[src/rtl/chirp_pkg.sv]
// chirp_pkg
// Shared definitions for the DDS chirp sequencer: default datapath widths,
// the default start-frequency and sweep-step words, and the sequencer
// state encoding. Plain localparam state constants keep the encoding
// usable from older tool flows that do not handle enums well.
package chirp_pkg;

  localparam int N_DEF        = 32;
  localparam int FRAC_DEF     = 32;
  localparam int W_DEF        = N_DEF + FRAC_DEF;
  localparam int CNT_BITS_DEF = 20;

  // Default chirp words in accumulator format (integer.fraction).
  localparam logic [63:0] FTW0_DEF  = 64'h000008637BD05AF7;
  localparam logic [63:0] DELTA_DEF = 64'h00000000001ABD79;

  // Sequencer state encoding.
  typedef logic [2:0] state_t;
  localparam state_t S_IDLE  = 3'd0;
  localparam state_t S_LOAD  = 3'd1;
  localparam state_t S_SWEEP = 3'd2;
  localparam state_t S_GAP   = 3'd3;
  localparam state_t S_DONE  = 3'd4;

endpackage

[src/rtl/chirp_cfg_regs.sv]
// chirp_cfg_regs
// Shadow/active register pair for the chirp configuration. The host writes
// the shadow set at any time; the active set only changes on i_copy, so a
// burst in progress always sees a stable configuration.
// Ports:
//   i_clk, i_rst       clock, synchronous active-high reset
//   i_we               load i_ftw0..i_count into the shadow set
//   i_ftw0..i_count    new configuration values
//   i_copy             transfer shadow to active this cycle
//   o_shadow_len       shadow length (checked before a burst is accepted)
//   o_ftw0..o_count    active configuration
module chirp_cfg_regs
  import chirp_pkg::*;
#(
  parameter int W        = W_DEF,
  parameter int CNT_BITS = CNT_BITS_DEF
) (
  input  logic                i_clk,
  input  logic                i_rst,
  input  logic                i_we,
  input  logic [W-1:0]        i_ftw0,
  input  logic [W-1:0]        i_delta,
  input  logic [CNT_BITS-1:0] i_len,
  input  logic [CNT_BITS-1:0] i_gap,
  input  logic [15:0]         i_count,
  input  logic                i_copy,
  output logic [CNT_BITS-1:0] o_shadow_len,
  output logic [W-1:0]        o_ftw0,
  output logic [W-1:0]        o_delta,
  output logic [CNT_BITS-1:0] o_len,
  output logic [CNT_BITS-1:0] o_gap,
  output logic [15:0]         o_count
);

  logic [W-1:0]        r_sh_ftw0;
  logic [W-1:0]        r_sh_delta;
  logic [CNT_BITS-1:0] r_sh_len;
  logic [CNT_BITS-1:0] r_sh_gap;
  logic [15:0]         r_sh_count;

  logic [W-1:0]        r_ftw0;
  logic [W-1:0]        r_delta;
  logic [CNT_BITS-1:0] r_len;
  logic [CNT_BITS-1:0] r_gap;
  logic [15:0]         r_count;

  // Shadow set: host-visible configuration, writable in any state.
  always_ff @(posedge i_clk) begin
    if (i_rst) begin
      r_sh_ftw0  <= {W{1'b0}};
      r_sh_delta <= {W{1'b0}};
      r_sh_len   <= {CNT_BITS{1'b0}};
      r_sh_gap   <= {CNT_BITS{1'b0}};
      r_sh_count <= 16'd0;
    end else if (i_we) begin
      r_sh_ftw0  <= i_ftw0;
      r_sh_delta <= i_delta;
      r_sh_len   <= i_len;
      r_sh_gap   <= i_gap;
      r_sh_count <= i_count;
    end else begin
      r_sh_ftw0  <= r_sh_ftw0;
      r_sh_delta <= r_sh_delta;
      r_sh_len   <= r_sh_len;
      r_sh_gap   <= r_sh_gap;
      r_sh_count <= r_sh_count;
    end
  end

  // Active set: copies the shadow (pre-write value) when a burst is accepted.
  always_ff @(posedge i_clk) begin
    if (i_rst) begin
      r_ftw0  <= {W{1'b0}};
      r_delta <= {W{1'b0}};
      r_len   <= {CNT_BITS{1'b0}};
      r_gap   <= {CNT_BITS{1'b0}};
      r_count <= 16'd0;
    end else if (i_copy) begin
      r_ftw0  <= r_sh_ftw0;
      r_delta <= r_sh_delta;
      r_len   <= r_sh_len;
      r_gap   <= r_sh_gap;
      r_count <= r_sh_count;
    end else begin
      r_ftw0  <= r_ftw0;
      r_delta <= r_delta;
      r_len   <= r_len;
      r_gap   <= r_gap;
      r_count <= r_count;
    end
  end

  assign o_shadow_len = r_sh_len;
  assign o_ftw0       = r_ftw0;
  assign o_delta      = r_delta;
  assign o_len        = r_len;
  assign o_gap        = r_gap;
  assign o_count      = r_count;

endmodule

[src/rtl/chirp_sequencer.sv]
// chirp_sequencer
// Run-time controller for the DDS chirp datapath. On an accepted start it
// issues a burst of linear chirps: each chirp is one reload cycle
// (o_acc_load) followed by cfg_len gated samples (o_dds_en) and cfg_gap idle
// samples. All outputs are registered.
// Ports:
//   i_clk, i_rst            clock, synchronous active-high reset
//   i_cfg_we, i_cfg_*       shadow configuration write
//   i_start                 begin a burst (acted on only in IDLE)
//   i_abort                 stop the burst at once, no done pulse
//   o_busy, o_done, o_err   burst status / completion / rejected start
//   o_acc_load              reload strobe for the frequency accumulator
//   o_ftw0_acc, o_delta_acc active start word and step
//   o_dds_en                DAC sample-valid gate
//   o_chirp_idx             current chirp index, 0-based
module chirp_sequencer
  import chirp_pkg::*;
#(
  parameter  int N        = N_DEF,
  parameter  int FRAC     = FRAC_DEF,
  localparam int W        = N + FRAC,
  parameter  int CNT_BITS = CNT_BITS_DEF
) (
  input  logic                i_clk,
  input  logic                i_rst,
  input  logic                i_cfg_we,
  input  logic [W-1:0]        i_cfg_ftw0,
  input  logic [W-1:0]        i_cfg_delta,
  input  logic [CNT_BITS-1:0] i_cfg_len,
  input  logic [CNT_BITS-1:0] i_cfg_gap,
  input  logic [15:0]         i_cfg_count,
  input  logic                i_start,
  input  logic                i_abort,
  output logic                o_busy,
  output logic                o_done,
  output logic                o_err,
  output logic                o_acc_load,
  output logic [W-1:0]        o_ftw0_acc,
  output logic [W-1:0]        o_delta_acc,
  output logic                o_dds_en,
  output logic [15:0]         o_chirp_idx
);

  localparam logic [CNT_BITS-1:0] CNT_ZERO = {CNT_BITS{1'b0}};
  localparam logic [CNT_BITS-1:0] CNT_ONE  = {{(CNT_BITS-1){1'b0}}, 1'b1};

  state_t              r_state;
  logic [CNT_BITS-1:0] r_cnt;
  logic [15:0]         r_chirp_idx;
  logic                r_busy;
  logic                r_done;
  logic                r_err;
  logic                r_acc_load;
  logic                r_dds_en;

  state_t              w_next_state;
  logic [CNT_BITS-1:0] w_next_cnt;
  logic [15:0]         w_next_idx;
  logic                w_copy;
  logic                w_err;
  logic                w_more;
  logic [CNT_BITS-1:0] w_shadow_len;
  logic [CNT_BITS-1:0] w_act_len;
  logic [CNT_BITS-1:0] w_act_gap;
  logic [15:0]         w_act_count;

  chirp_cfg_regs #(
    .W        (W),
    .CNT_BITS (CNT_BITS)
  ) u_cfg (
    .i_clk        (i_clk),
    .i_rst        (i_rst),
    .i_we         (i_cfg_we),
    .i_ftw0       (i_cfg_ftw0),
    .i_delta      (i_cfg_delta),
    .i_len        (i_cfg_len),
    .i_gap        (i_cfg_gap),
    .i_count      (i_cfg_count),
    .i_copy       (w_copy),
    .o_shadow_len (w_shadow_len),
    .o_ftw0       (o_ftw0_acc),
    .o_delta      (o_delta_acc),
    .o_len        (w_act_len),
    .o_gap        (w_act_gap),
    .o_count      (w_act_count)
  );

  // Next-state, counter and chirp-index logic.
  always_comb begin
    w_next_state = r_state;
    w_next_cnt   = r_cnt;
    w_next_idx   = r_chirp_idx;
    w_copy       = 1'b0;
    w_err        = 1'b0;
    // Another chirp follows when running continuously or below the count;
    // the 17-bit compare keeps idx+1 from wrapping at 0xFFFF.
    w_more = (w_act_count == 16'd0) ||
             (({1'b0, r_chirp_idx} + 17'd1) < {1'b0, w_act_count});

    case (r_state)
      S_IDLE: begin
        if (i_start) begin
          if (w_shadow_len != CNT_ZERO) begin
            w_copy       = 1'b1;
            w_next_idx   = 16'd0;
            w_next_state = S_LOAD;
          end else begin
            w_err = 1'b1;
          end
        end else begin
          w_next_state = S_IDLE;
        end
      end
      S_LOAD: begin
        w_next_cnt   = CNT_ZERO;
        w_next_state = S_SWEEP;
      end
      S_SWEEP: begin
        if (r_cnt == (w_act_len - CNT_ONE)) begin
          w_next_cnt = CNT_ZERO;
          if (w_act_gap != CNT_ZERO) begin
            w_next_state = S_GAP;
          end else if (w_more) begin
            w_next_idx   = r_chirp_idx + 16'd1;
            w_next_state = S_LOAD;
          end else begin
            w_next_state = S_DONE;
          end
        end else begin
          w_next_cnt = r_cnt + CNT_ONE;
        end
      end
      S_GAP: begin
        if (r_cnt == (w_act_gap - CNT_ONE)) begin
          w_next_cnt = CNT_ZERO;
          if (w_more) begin
            w_next_idx   = r_chirp_idx + 16'd1;
            w_next_state = S_LOAD;
          end else begin
            w_next_state = S_DONE;
          end
        end else begin
          w_next_cnt = r_cnt + CNT_ONE;
        end
      end
      S_DONE: begin
        w_next_state = S_IDLE;
      end
      default: begin
        w_next_state = S_IDLE;
      end
    endcase

    // Abort outranks every transition, but does nothing from IDLE.
    if (i_abort && (r_state != S_IDLE)) begin
      w_next_state = S_IDLE;
      w_next_cnt   = CNT_ZERO;
      w_next_idx   = r_chirp_idx;
      w_copy       = 1'b0;
      w_err        = 1'b0;
    end else begin
      w_next_state = w_next_state;
    end
  end

  // State and registered outputs; outputs are decoded from the next state so
  // they line up with the state they describe.
  always_ff @(posedge i_clk) begin
    if (i_rst) begin
      r_state     <= S_IDLE;
      r_cnt       <= CNT_ZERO;
      r_chirp_idx <= 16'd0;
      r_busy      <= 1'b0;
      r_done      <= 1'b0;
      r_err       <= 1'b0;
      r_acc_load  <= 1'b0;
      r_dds_en    <= 1'b0;
    end else begin
      r_state     <= w_next_state;
      r_cnt       <= w_next_cnt;
      r_chirp_idx <= w_next_idx;
      r_busy      <= (w_next_state != S_IDLE);
      r_done      <= (w_next_state == S_DONE);
      r_err       <= w_err;
      r_acc_load  <= (w_next_state == S_LOAD);
      r_dds_en    <= (w_next_state == S_SWEEP);
    end
  end

  assign o_busy      = r_busy;
  assign o_done      = r_done;
  assign o_err       = r_err;
  assign o_acc_load  = r_acc_load;
  assign o_dds_en    = r_dds_en;
  assign o_chirp_idx = r_chirp_idx;

endmodule
[config.mk]
export PLATFORM = sky130hd
export DESIGN_NAME = chirp_sequencer
export DESIGN_NICKNAME = d
export VERILOG_FILES = /design/src/rtl/chirp_pkg.sv /design/src/rtl/chirp_cfg_regs.sv /design/src/rtl/chirp_sequencer.sv
export SDC_FILE = /design/constraint.sdc
export NUM_CORES = 1
export LEC_CHECK = 0
export ABC_AREA = 1
export CAP_MARGIN = 30
export CORE_MARGIN = 1.5
export CORE_UTILIZATION = 49
export DETAILED_ROUTE_END_ITERATION = 8
export PLACE_DENSITY = 0.83
export SYNTH_ARGS = -nofsm -noshare
export SYNTH_HDL_FRONTEND = slang
export SYNTH_HIERARCHICAL = 1
export SYNTH_SLANG_ARGS = --single-unit
[constraint.sdc]
create_clock -name i_clk -period 3 [get_ports i_clk]
set_clock_uncertainty 0.15 [all_clocks]
set_input_delay 0.3 -clock i_clk [delete_from_list [all_inputs] [get_ports i_clk]]
set_output_delay 0.3 -clock i_clk [all_outputs]
set_load 0.01 [all_outputs]
==> impl_summary.log, run 1 <==
[metrics] share of synthesized flip-flops with an asynchronous set or reset: 0%
[metrics] routed length on met2: ~25000 um
[metrics] number of slew-limit violations in the final report: 0
[metrics] cell breakdown of the critical path: buf_4, ha_1, nand2_1, nor2_2, nand2_1, nor3_4, nand2_2, nor2_2, a21oi_1, a21oi_2, ha_1, a21oi_1, o211ai_1, nor2_1, nand2_1, o21ai_2, nor2_2, nor2_4, nand2_8, clkbuf_16, nand2_1, nand2_1, nor2_1
[metrics] maxcap violations: 0
[metrics] placed instance area: between 20000 and 25000 um^2
[metrics] initial cell density of the core: between 40 and 50%
[metrics] Yosys warnings: 6
[metrics] Fmax achieved: about 280 MHz
[metrics] CP Buf/Inv Count: 2
[metrics] largest net degree at the start of global routing: slightly below 100
[metrics] overflow left after global routing: 0
[metrics] worst slew pin tran: around 0.59 ns
[metrics] via count normalized by instance count: 4.65
[metrics] WHS: a little over 0.05 ns
[metrics] final total negative setup slack: -9.35 ns
[metrics] number of optimization iterations in the first detailed-route pass: 5
[metrics] switching component of the power: approximately 7300 uW
[metrics] proportion of synthesized chip area in sequential cells: roughly two fifths
[metrics] synthesized netlist net count: between 3000 and 4000
[metrics] total wirelength of the detailed-routed design: approximately 52000 um
[metrics] endpoint type of the worst setup path: register
[metrics] die outline height: roughly 210 um
[metrics] vias in the first global route: ~18000
[metrics] min-delay worst type: input port to register
[metrics] portion of total power attributed to combinational logic: 38.8%
[metrics] routed length per placed instance: between 10 and 15 um
[metrics] P_leak: 0.0129 uW
[metrics] critical path startpoint category: register
[metrics] number of antenna violations at the first check in global routing: 6
[metrics] switching portion of total power: between 30% and 40%
[metrics] Clock Latency Late Sink: approximately 0.57 ns
[metrics] number of DRC markers in iteration 0: about 1100
[metrics] clock share of power: 26.7%
[metrics] Required @ worst endpoint: about 3.4 ns
[metrics] Max FO, Critical Path: 6
[metrics] Final min period: 3.52 ns
[metrics] global-route wire length before repair: roughly 84000 um
[metrics] number of placement rows: 74
[metrics] per-instance average area after synthesis: 6.22 um^2
[metrics] commonest register cell after synthesis: sky130_fd_sc_hd__dfxtp_1
[metrics] Routability Congestion: 0.919
[metrics] critical setup path kind: register to register
[metrics] fraction of layout cells with a size suffix above 1: between 6 and 7%
[metrics] number of design rule violations left after detail routing: 0
[metrics] routed length on met1: between 20000 and 25000 um
[metrics] final net count: between 3000 and 4000
[metrics] Core Box Area: 40900 um^2
[metrics] violated checks: setup timing
[metrics] Synth cell types: 40
[metrics] highest ir drop seen on vdd: approximately 0.59 mV
[metrics] Hold-fix buffers, CTS: 0
[metrics] Worst path top cell family by delay: simple AND/OR/NAND/NOR gates
[metrics] P_int: approximately 13000 uW
[metrics] number of clock buffers inserted by TritonCTS: 45
[metrics] detailed route wirelength on metal3: approximately 3600 um
[metrics] critical path's largest stage delay: about 0.36 ns
[metrics] count of vias placed by the detailed router: 19400
[metrics] TritonCTS clock tree: done
[metrics] number of synthesized flops with an enable pin: 0
[metrics] global router's overall resource usage: 24.0%
[metrics] total power divided by cell area: just under 800 nW/um^2
[metrics] count of buffers inserted at the top-level ports: about 340
[metrics] Hold Vio Cnt, Final: 0
[metrics] cell area after synthesis: 20300 um^2
[metrics] worst path arrival time: 3.88 ns
[metrics] Clk pin slew, worst setup/hold paths: 0.06 ns
[metrics] width of the die: 207 um
[metrics] cell type of the slowest stage on the worst timing path: sky130_fd_sc_hd__dfxtp_4
[metrics] Ports: 338
[metrics] detailed placer's ending HPWL: 36000 um
[metrics] top layer reached by signal wires: met5
[metrics] Flop pwr share: 34.5%
[metrics] final count of negative-setup-slack endpoints: 21
[metrics] number of instances in the synthesized netlist: between 3000 and 4000
[metrics] run status: complete, but fails checks
[metrics] layout overhead on the synthesized area: 27.1%
[metrics] number of buffers on the longest clock path: 3
[metrics] final cycle utilization of the critical path: 117%
[metrics] worst setup slack after layout: -0.518 ns
[metrics] #FFs+latches synth: roughly 400
[metrics] buffer cell driving the clock tree root: sky130_fd_sc_hd__clkbuf_16
[metrics] most common cell type on the critical path: sky130_fd_sc_hd__nand2_1
[metrics] ANT nets after route: 0
[metrics] Die Outline Area: approximately 43000 um^2
[metrics] maximum level of the CTS H-tree: 2
[metrics] clk sink count: about 410
[metrics] worst relative slew slack: about three fifths
[metrics] cell area after layout: approximately 26000 um^2
[metrics] RSZ-0062 raised after global routing: true
## power groups by stage
stage | Clock [uW] | Sequential [uW] | Combinational [uW]
finish | 5450 | 7030 | 7910
global route | 5820 | 7140 | 8840
CTS | 5580 | 7010 | 7600
detailed placement | 0 | 7110 | 7320
global placement | 0 | 7090 | 7210
floorplan | 0 | 7220 | 4690
## registers in the layout, summed over array words and instances, names as in the netlist, 3 cells and up
| signal | count |
|---|---|
| o_chirp_idx | 16 |
| r_cnt | 20 |
| r_state | 3 |
| u_cfg/o_count | 16 |
| u_cfg/o_delta | 64 |
| u_cfg/o_ftw0 | 64 |
| u_cfg/o_gap | 20 |
| u_cfg/o_len | 20 |
| u_cfg/o_shadow_len | 20 |
| u_cfg/r_sh_count | 16 |
| u_cfg/r_sh_delta | 64 |
| u_cfg/r_sh_ftw0 | 64 |
| u_cfg/r_sh_gap | 20 |
## worst paths after layout
kind / from / endpoint / slack (ns) / cells after the start
worst max register to register: o_chirp_idx[0] / o_chirp_idx[15] / -0.52 / 23
worst max-delay path: o_chirp_idx[0] / o_chirp_idx[15] / -0.52 / 23
worst min-delay path: i_cfg_we / u_cfg/r_sh_ftw0[57] / 0.05 / 3
worst min register to register: u_cfg/r_sh_ftw0[29] / u_cfg/r_sh_ftw0[29] / 0.32 / 2
## logic make-up after synthesis
group / Yosys count / share of synthesized area [%]
and+or+nand+nor: 2098 / 40.8
AOI/OAI and AO/OA: 57 / 1.52
buffers and inverters: 648 / 14.3
DFF: 412 / 40.5
xor gates and xnor gates: 38 / 1.70
adders and majority gates: 19 / 1.17
## per-layer routing
layer,vias up,track usage [%]
met5,-,0
met4,6,10.3
met3,131,6.91
met2,471,41.7
met1,8570,27.3
li1,10200,-
## cell usage after synthesis (all sizes together) (8+ instances only)
| cell type | instances | area, um^2 |
|---|---|---|
| a21oi | 35 | 175 |
| buf | 124 | 933 |
| clkbuf | 13 | 48.8 |
| dfxtp | 412 | 8250 |
| ha | 19 | 238 |
| inv | 507 | 1900 |
| nand2 | 1023 | 3900 |
| nand3 | 91 | 470 |
| nand3b | 8 | 60.1 |
| nand4 | 19 | 119 |
| nor2 | 926 | 3570 |
| nor3 | 13 | 70.1 |
| o21ai | 13 | 68.8 |
| or2 | 8 | 50.1 |
| xnor2 | 10 | 87.6 |
| xor2 | 27 | 236 |
## area by class of cell
class	instances	area, um^2
Antenna cell	5	12.5
Clock inverter	15	125
Clock buffer	63	1340
Timing Repair Buffer	416	4180
Multi-Input combinational cell	2212	9350
Fill cell	3640	15100
Inverter	511	1930
Sequential cell	412	8250
Tap cell	532	666
## worst min-delay path, stage by stage
cell and delay (ns):
sky130_fd_sc_hd__buf_8 0.22, sky130_fd_sc_hd__nor2_1 0.15, sky130_fd_sc_hd__nor2_1 0.05
## stage by stage
stage          std cells  worst slack [ns]  utilization [%]  total power [uW]
2_1_floorplan       3272            -0.108                -             11900
3_3_place_gp        4058            -0.325             58.7             14300
3_5_place_dp        4058            -0.412             58.7             14400
4_1_cts             4154            -0.327             62.8             20200
5_1_grt             4162            -0.749             63.1             21800
6_report            4166            -0.518             63.2             20400
## layout by cell type, fill, tap and decap left out, types with 19 or more instances in the layout
cell type / synthesis / routed
sky130_fd_sc_hd__xor2_1: 27 / 26
sky130_fd_sc_hd__clkdlybuf4s50_1: 0 / 336
sky130_fd_sc_hd__buf_4: 35 / 63
sky130_fd_sc_hd__nor2_1: 905 / 885
sky130_fd_sc_hd__nand4_1: 19 / 19
sky130_fd_sc_hd__dfxtp_1: 412 / 409
sky130_fd_sc_hd__nor2_2: 14 / 31
sky130_fd_sc_hd__nand3_1: 88 / 87
sky130_fd_sc_hd__a21oi_1: 35 / 34
sky130_fd_sc_hd__nand2_1: 1004 / 1002
sky130_fd_sc_hd__clkbuf_16: 0 / 49
sky130_fd_sc_hd__inv_1: 502 / 495
## what timing repair did
action / in CTS / in global routing
gates resized for setup: 20 / 19
cloned: 1 / 3
setup endpoints to repair: 21 / 21
setup buffers: 17 / 4
pin swaps: 10 / 9
hold endpoints to repair: 0 / 0
(Power assumes the default switching activity.)
==> run 2: changes to the inputs <==
--- a/config.mk
+++ b/config.mk
@@ -10,6 +10,7 @@
 export CORE_MARGIN = 1.5
 export CORE_UTILIZATION = 49
 export DETAILED_ROUTE_END_ITERATION = 8
+export GPL_ROUTABILITY_DRIVEN = 0
 export PLACE_DENSITY = 0.83
 export SYNTH_ARGS = -nofsm -noshare
 export SYNTH_HDL_FRONTEND = slang
==> run 2 against run 1 <==
  * The flow still finishes with violations (setup timing)
  * First-iteration DRC count increased by 8.4%
  * Final area increased by 0.25%
  * Hold slack improved by 0.072 ns
  * Clock power increased by 2%
  * Worst setup slack got worse by 0.0016 ns
  * Critical path depth increased by 3
==> impl_summary.log, run 2 (synthesized netlist as in run 1, its figures left out) <==
[metrics] run status: complete, but fails checks
[metrics] violated checks: setup timing
[metrics] global router's overall resource usage: roughly 24%
[metrics] number of cells on the worst reg-to-reg path: 26
[metrics] leading cell type in the layout, fill and taps excluded: sky130_fd_sc_hd__nand2_1
[metrics] highest ir drop seen on vdd: between 0.4 and 0.5 mV
[metrics] maximum level of the CTS H-tree: 2
[metrics] Required @ worst endpoint: 3.36 ns
[metrics] cell type of the slowest stage on the worst timing path: sky130_fd_sc_hd__dfxtp_4
[metrics] number of optimization iterations in the first detailed-route pass: 5
[metrics] worst setup slack after layout: -0.519 ns
[metrics] Clk pin slew, worst setup/hold paths: around 0.060 ns
[metrics] number of clock buffers inserted by TritonCTS: 43
[metrics] worst path arrival time: 3.88 ns
[metrics] maxcap violations: 0
[metrics] CP Buf/Inv Count: 4
[metrics] final net count: about 3800
[metrics] total power divided by cell area: 786 nW/um^2
[metrics] worst relative slew slack: 51.4%
[metrics] routed length on met1: between 20000 and 25000 um
[metrics] Max FO, Critical Path: 7
[metrics] vias in the first global route: roughly 18000
[metrics] width of the die: 207 um
[metrics] final count of negative-setup-slack endpoints: 21
[metrics] endpoint type of the worst setup path: register
[metrics] die outline height: 207 um
[metrics] ANT nets after route: 0
[metrics] final cycle utilization of the critical path: 117%
[metrics] critical path's largest stage delay: between 0.3 and 0.4 ns
[metrics] largest net degree at the start of global routing: 106
[metrics] top layer reached by signal wires: met5
[metrics] global-route wire length before repair: about 84000 um
[metrics] count of buffers inserted at the top-level ports: 337
[metrics] number of design rule violations left after detail routing: 0
[metrics] TritonCTS clock tree: done
[metrics] buffer cell driving the clock tree root: sky130_fd_sc_hd__clkbuf_16
[metrics] routed length on met2: between 20000 and 30000 um
[metrics] RSZ-0062 raised after global routing: true
[metrics] Fmax achieved: 284 MHz
[metrics] layout overhead on the synthesized area: 27.4%
[metrics] initial cell density of the core: 49.7%
[metrics] WP depth: 26
[metrics] detailed placer's ending HPWL: 35800 um
[metrics] Core Box Area: slightly above 40000 um^2
[metrics] Worst path top cell family by delay: simple AND/OR/NAND/NOR gates
[metrics] critical path startpoint category: register
[metrics] count of vias placed by the detailed router: roughly 20000
[metrics] total power of the final layout: 20400 uW
[metrics] total wirelength of the detailed-routed design: 51800 um
[metrics] number of fill cells in the layout: between 3000 and 4000
[metrics] Die Outline Area: ~43000 um^2
[metrics] number of antenna violations at the first check in global routing: 7
[metrics] critical setup path kind: register to register
[metrics] final design utilization: around 63%
[metrics] final total negative setup slack: -9.66 ns
[metrics] overflow left after global routing: 0
[metrics] worst slew pin tran: approximately 0.73 ns
[metrics] commonest cells after routing, fill and taps aside: 998 x sky130_fd_sc_hd__nand2_1, 891 x sky130_fd_sc_hd__nor2_1, 497 x sky130_fd_sc_hd__inv_1
[metrics] number of placement rows: 74
[metrics] Ports: 338
[metrics] Hold Path Cell Cnt: 3
[metrics] via count normalized by instance count: 4.67
[metrics] number of buffers on the longest clock path: 3
[metrics] Hold-fix buffers, CTS: 0
[metrics] Hold Vio Cnt, Final: 0
[metrics] Final min period: approximately 3.5 ns
[metrics] detailed route wirelength on metal3: ~3700 um
[metrics] P_leak: 0.0129 uW
[metrics] min-delay worst type: input port to register
[metrics] routed length per placed instance: roughly 12 um
[metrics] number of slew-limit violations in the final report: 0
[metrics] clk sink count: between 400 and 500
[metrics] post-place setup slack: -0.382 ns
[metrics] Clock Latency Late Sink: between 0.5 and 0.6 ns
[metrics] fraction of layout cells with a size suffix above 1: approximately 6.8%
[metrics] number of DRC markers in iteration 0: 1196
==> run 2: stage by stage <==
| step | std cells | hold slack, ns | area (um^2) |
|---|---|---|---|
| floorplan | 3272 | 0.222 | 20400 |
| detailed placement | 4068 | 0.311 | 24200 |
| global route | 4160 | 0.136 | 25900 |
| CTS | 4155 | 0.106 | 25800 |
| global placement | 4068 | 0.306 | 24200 |
| finish | 4165 | 0.122 | 25900 |
==> run 2: cell type report <==
type	count	area, um^2	share of cell area [%]
clock inverter	17	248	0.956
clock buffer	59	1230	4.73
sequential	412	8250	31.8
multi-input combinational	2212	9360	36.1
tap	532	666	2.57
antenna	6	15.0	0.0579
timing repair buffer	416	4220	16.3
inverter	511	1930	7.46
==> run 2: what timing repair did <==
| action | CTS | global route |
|---|---|---|
| setup endpoints to repair | 21 | 21 |
| pin swaps | 19 | 9 |
| setup buffers | 12 | 4 |
| cloned | 1 | 0 |
| gates resized for setup | 31 | 9 |
| endpoints found under the hold margin | 0 | 0 |
==> run 2: per-layer routing <==
metal	vias to the layer above	global-route usage [%]
met1	8634	27.1
met5	-	0
li1	10200	-
met3	124	6.23
met4	6	11.5
met2	514	42.2
==> run 2: final timing paths <==
check                      from                   to  slack, ns
max              o_chirp_idx[0]       o_chirp_idx[4]      -0.52
min                    i_cfg_we  u_cfg/r_sh_ftw0[49]       0.12
max reg2reg      o_chirp_idx[0]       o_chirp_idx[4]      -0.52
min reg2reg  u_cfg/r_sh_ftw0[9]   u_cfg/r_sh_ftw0[9]       0.32
==> run 2: power breakdown <==
group / total [uW] / internal (uW) / switching, uW
Clock: 5540 / 3230 / 2310
Sequential: 7020 / 6350 / 672
Combinational: 7810 / 3430 / 4380
==> run 2: worst min-delay path, cell delays in order <==
cell and delay (ns):
sky130_fd_sc_hd__buf_8 0.27, sky130_fd_sc_hd__nor2_1 0.18, sky130_fd_sc_hd__nor2_1 0.05
==> run 3: changes to the inputs <==
--- a/config.mk
+++ b/config.mk
@@ -5,13 +5,12 @@
 export SDC_FILE = /design/constraint.sdc
 export NUM_CORES = 1
 export LEC_CHECK = 0
-export ABC_AREA = 1
 export CAP_MARGIN = 30
 export CORE_MARGIN = 1.5
-export CORE_UTILIZATION = 49
+export CORE_UTILIZATION = 47
 export DETAILED_ROUTE_END_ITERATION = 8
 export GPL_ROUTABILITY_DRIVEN = 0
-export PLACE_DENSITY = 0.83
+export PLACE_DENSITY = 0.82
 export SYNTH_ARGS = -nofsm -noshare
 export SYNTH_HDL_FRONTEND = slang
 export SYNTH_HIERARCHICAL = 1
==> run 3 against run 2 <==
  * The run still ends with setup timing left
  * Sequential cell count did not move
  * Largest power group is now registers
  * Non-clock buffer count is 141 higher
  * Via count decreased by 22%
  * Clock power shrank 3%
  * Combinational power fell by 57%
  * Cell count down 32%
  * Total power fell by 27%
  * Final area fell by 4.6%
  * Worst setup slack got worse by 0.38 ns
  * Global-route usage rose by 0.66 points
==> impl_summary.log, run 3 <==
[metrics] routed length per placed instance: between 15 and 20 um
[metrics] highest ir drop seen on vdd: between 0.4 and 0.5 mV
[metrics] portion of synthesized cell area occupied by the leading cell type: between 40% and 50%
[metrics] clk sink count: approximately 410
[metrics] vias in the first global route: ~15000
[metrics] number of antenna violations at the first check in global routing: 5
[metrics] RSZ-0062 raised after global routing: true
[metrics] critical path's largest stage delay: about 0.55 ns
[metrics] number of slew-limit violations in the final report: 0
[metrics] share of synthesized flip-flops with an asynchronous set or reset: 0%
[metrics] maxcap violations: 0
[metrics] Core Box Area: between 30000 and 40000 um^2
[metrics] leading cell type in the layout, fill and taps excluded: sky130_fd_sc_hd__nor2_1
[metrics] Ports: 338
[metrics] global-route wire length before repair: 77900 um
[metrics] final cycle utilization of the critical path: 130%
[metrics] final net count: ~2500
[metrics] critical setup path kind: register to register
[metrics] per-instance average area after synthesis: 9.88 um^2
[metrics] buffer cell driving the clock tree root: sky130_fd_sc_hd__clkbuf_16
[metrics] via count normalized by instance count: approximately 5.4
[metrics] number of synthesized flops with an enable pin: 0
[metrics] met3 demand-to-capacity share in global routing: 6.37%
[metrics] #FFs+latches synth: approximately 400
[metrics] Reg2Reg Setup Slack: -0.90 ns
[metrics] die outline height: between 150 and 200 um
[metrics] overflow left after global routing: 0
[metrics] M2 GR Usage: between 40% and 50%
[metrics] Clock Latency Late Sink: around 0.57 ns
[metrics] violated checks: setup timing
[metrics] detailed placer's ending HPWL: 33600 um
[metrics] TritonCTS clock tree: done
[metrics] multi-input combinational cell area: around 9000 um^2
[metrics] worst path arrival time: between 4 and 5 ns
[metrics] final count of negative-setup-slack endpoints: 43
[metrics] reg-to-reg critical path startpoint: o_chirp_idx[1]
[metrics] number of buffers on the longest clock path: 3
[metrics] count of vias placed by the detailed router: 15200
[metrics] width of the die: between 150 and 200 um
[metrics] count of buffers inserted at the top-level ports: about 340
[metrics] number of design rule violations left after detail routing: 0
[metrics] number of clock buffers inserted by TritonCTS: 43
[metrics] Required @ worst endpoint: ~3.3 ns
[metrics] synthesized netlist net count: between 2000 and 2500
[metrics] Yosys warnings: 6
[metrics] biggest area contributors in the synthesized netlist: sky130_fd_sc_hd__dfxtp_1 46%, sky130_fd_sc_hd__mux2i_1 21%, sky130_fd_sc_hd__nor2_1 8.6%, sky130_fd_sc_hd__buf_12 1.8%, sky130_fd_sc_hd__buf_8 1.7%
[metrics] cell breakdown of the critical path: buf_12, ha_4, nand3_4, nor2_4, nand3_4, or2_4, nand2_4, ha_4, a211oi_2, o21bai_2, or4b_4, a211o_1, o31ai_4, nand2_2, or4b_4, a21oi_2
[metrics] busiest grt layer: met2
[metrics] cell area after synthesis: between 15000 and 20000 um^2
[metrics] Final min period: 3.90 ns
[metrics] most frequent cells after synthesis: 412 x sky130_fd_sc_hd__dfxtp_1, 409 x sky130_fd_sc_hd__nor2_1, 370 x sky130_fd_sc_hd__mux2i_1, 60 x sky130_fd_sc_hd__nand2_1, 57 x sky130_fd_sc_hd__clkbuf_1
[metrics] global router's overall resource usage: roughly 25%
[metrics] Die Outline Area: between 30000 and 40000 um^2
[metrics] flip-flop and latch area: 8280 um^2
[metrics] worst slew pin tran: 1.18 ns
[metrics] commonest register cell after synthesis: sky130_fd_sc_hd__dfxtp_1
[metrics] WHS: roughly 0.18 ns
[metrics] total wirelength of the detailed-routed design: slightly above 50000 um
[metrics] total power of the final layout: about 15000 uW
[metrics] commonest cells after routing, fill and taps aside: 404 x sky130_fd_sc_hd__nor2_1, 400 x sky130_fd_sc_hd__dfxtp_1, 370 x sky130_fd_sc_hd__mux2i_1
[metrics] Synth cell types: 67
[metrics] largest net degree at the start of global routing: between 150 and 200
[metrics] cell type of the slowest stage on the worst timing path: sky130_fd_sc_hd__or4b_4
[metrics] maximum level of the CTS H-tree: 2
[metrics] P_leak: about 0.010 uW
[metrics] proportion of synthesized chip area in sequential cells: 46.4%
[metrics] Critical Path Source: o_chirp_idx[1]
[metrics] worst relative slew slack: between 20% and 30%
[metrics] number of fill cells in the layout: 2761
[metrics] min-delay worst type: input port to register
[metrics] Fmax achieved: around 260 MHz
[metrics] Hold Vio Cnt, Final: 0
[metrics] number of optimization iterations in the first detailed-route pass: 5
[metrics] fraction of layout cells with a size suffix above 1: around 17%
[metrics] total power divided by cell area: between 500 and 600 nW/um^2
[metrics] endpoint type of the worst setup path: register
[metrics] most frequently used cell type in the post-synthesis netlist: sky130_fd_sc_hd__dfxtp_1
[metrics] number of placement rows: 71
[metrics] number of DRC markers in iteration 0: around 930
[metrics] initial cell density of the core: approximately 47%
[metrics] run status: complete, but fails checks
[metrics] startpoint of the lowest-slack hold path: i_start
[metrics] critical path startpoint category: register
[metrics] met1 layer usage reported by global route: 29.6%
[metrics] number of instances in the synthesized netlist: ~1800
[metrics] Max FO, Critical Path: 5
[metrics] layout overhead on the synthesized area: 39.2%
[metrics] ANT nets after route: 0
[metrics] cell type with the largest total area after synthesis: sky130_fd_sc_hd__dfxtp_1
[metrics] worst setup slack after layout: -0.895 ns
[metrics] Clk pin slew, worst setup/hold paths: about 0.06 ns
run 3: cell count changes after synthesis, moves of 16 or more:
cell	before	now
sky130_fd_sc_hd__inv_1	502	43
sky130_fd_sc_hd__buf_8	0	20
sky130_fd_sc_hd__nand3_1	88	25
sky130_fd_sc_hd__clkbuf_1	13	57
sky130_fd_sc_hd__buf_6	36	1
sky130_fd_sc_hd__xnor2_1	10	32
sky130_fd_sc_hd__nand2_1	1004	60
sky130_fd_sc_hd__buf_2	53	13
sky130_fd_sc_hd__nor4_1	7	37
sky130_fd_sc_hd__buf_4	35	7
sky130_fd_sc_hd__buf_12	0	16
sky130_fd_sc_hd__nand2_2	17	0
sky130_fd_sc_hd__mux2i_1	0	370
sky130_fd_sc_hd__nor2_1	905	409
run 3: kinds of logic (layout without fill, tap and decap cells):
logic type	Yosys count	count (layout)	share of synthesized area, %
AOI/OAI and AO/OA	137	137	5.79
other	0	6	0
buffers and inverters	161	676	6.42
muxes	370	370	20.9
DFF	412	412	46.4
and+or+nand+nor	643	643	16.4
xor gates and xnor gates	56	56	2.76
adders and majority gates	19	19	1.34
run 3: timing repair:
action / in CTS / in global routing
setup buffers: 27 / 6
endpoints found under the hold margin: 22 / 0
gates cloned: 4 / 0
pin swaps: 28 / 18
setup endpoints to repair: 43 / 43
hold buffers: 2 / 0
resized for setup: 56 / 27
run 3: through the flow:
step	TNS, ns	worst slack, ns	util, %	std cells	area [um^2]
floorplan	-12.04	-0.540	-	1798	18000
global placement	-18.70	-0.614	60.1	2708	22500
detailed placement	-22.21	-0.753	60.1	2708	22500
CTS	-22.62	-0.801	65.4	2817	24500
global route	-33.71	-1.06	66.1	2827	24700
finish	-27.30	-0.895	66.1	2830	24700
run 3: worst max-delay path: cells and delay by family, from the launching register on:
family	cells	cell delay, ns
AO/OA/AOI/OAI	5	0.90
adder cells (fa/ha/maj)	2	0.33
flip-flops	1	0.38
AND/OR/NAND/NOR	8	1.94
buffers and inverters	1	0.11
run 3: per-layer routing:
metal | vias up | routed length (um)
met2 | 613 | 23700
met1 | 7155 | 20300
met3 | 184 | 4010
li1 | 7214 | -
met4 | 0 | 2510
met5 | - | 0
run 3: layout make-up:
class                   instances  area share [%]
multi-input cells            1225            36.0
clock buffers                  64            5.29
clock inverters                12           0.537
flip-flops and latches        412            33.5
well taps                     511            2.59
inverters                      43           0.683
repair buffers                557            21.4
diodes                          6          0.0607
run 3: power breakdown:
group	switching (uW)	internal, uW
logic	1700	1690
registers	204	5790
clock network	2200	3200
total	4100	10700
run 3: path summary, 6_finish.rpt:
path	cells after the start	end
setup / recovery	16	o_chirp_idx[15]
hold / removal	3	o_err
setup reg to reg	16	o_chirp_idx[15]
hold reg to reg	2	u_cfg/r_sh_ftw0[39]
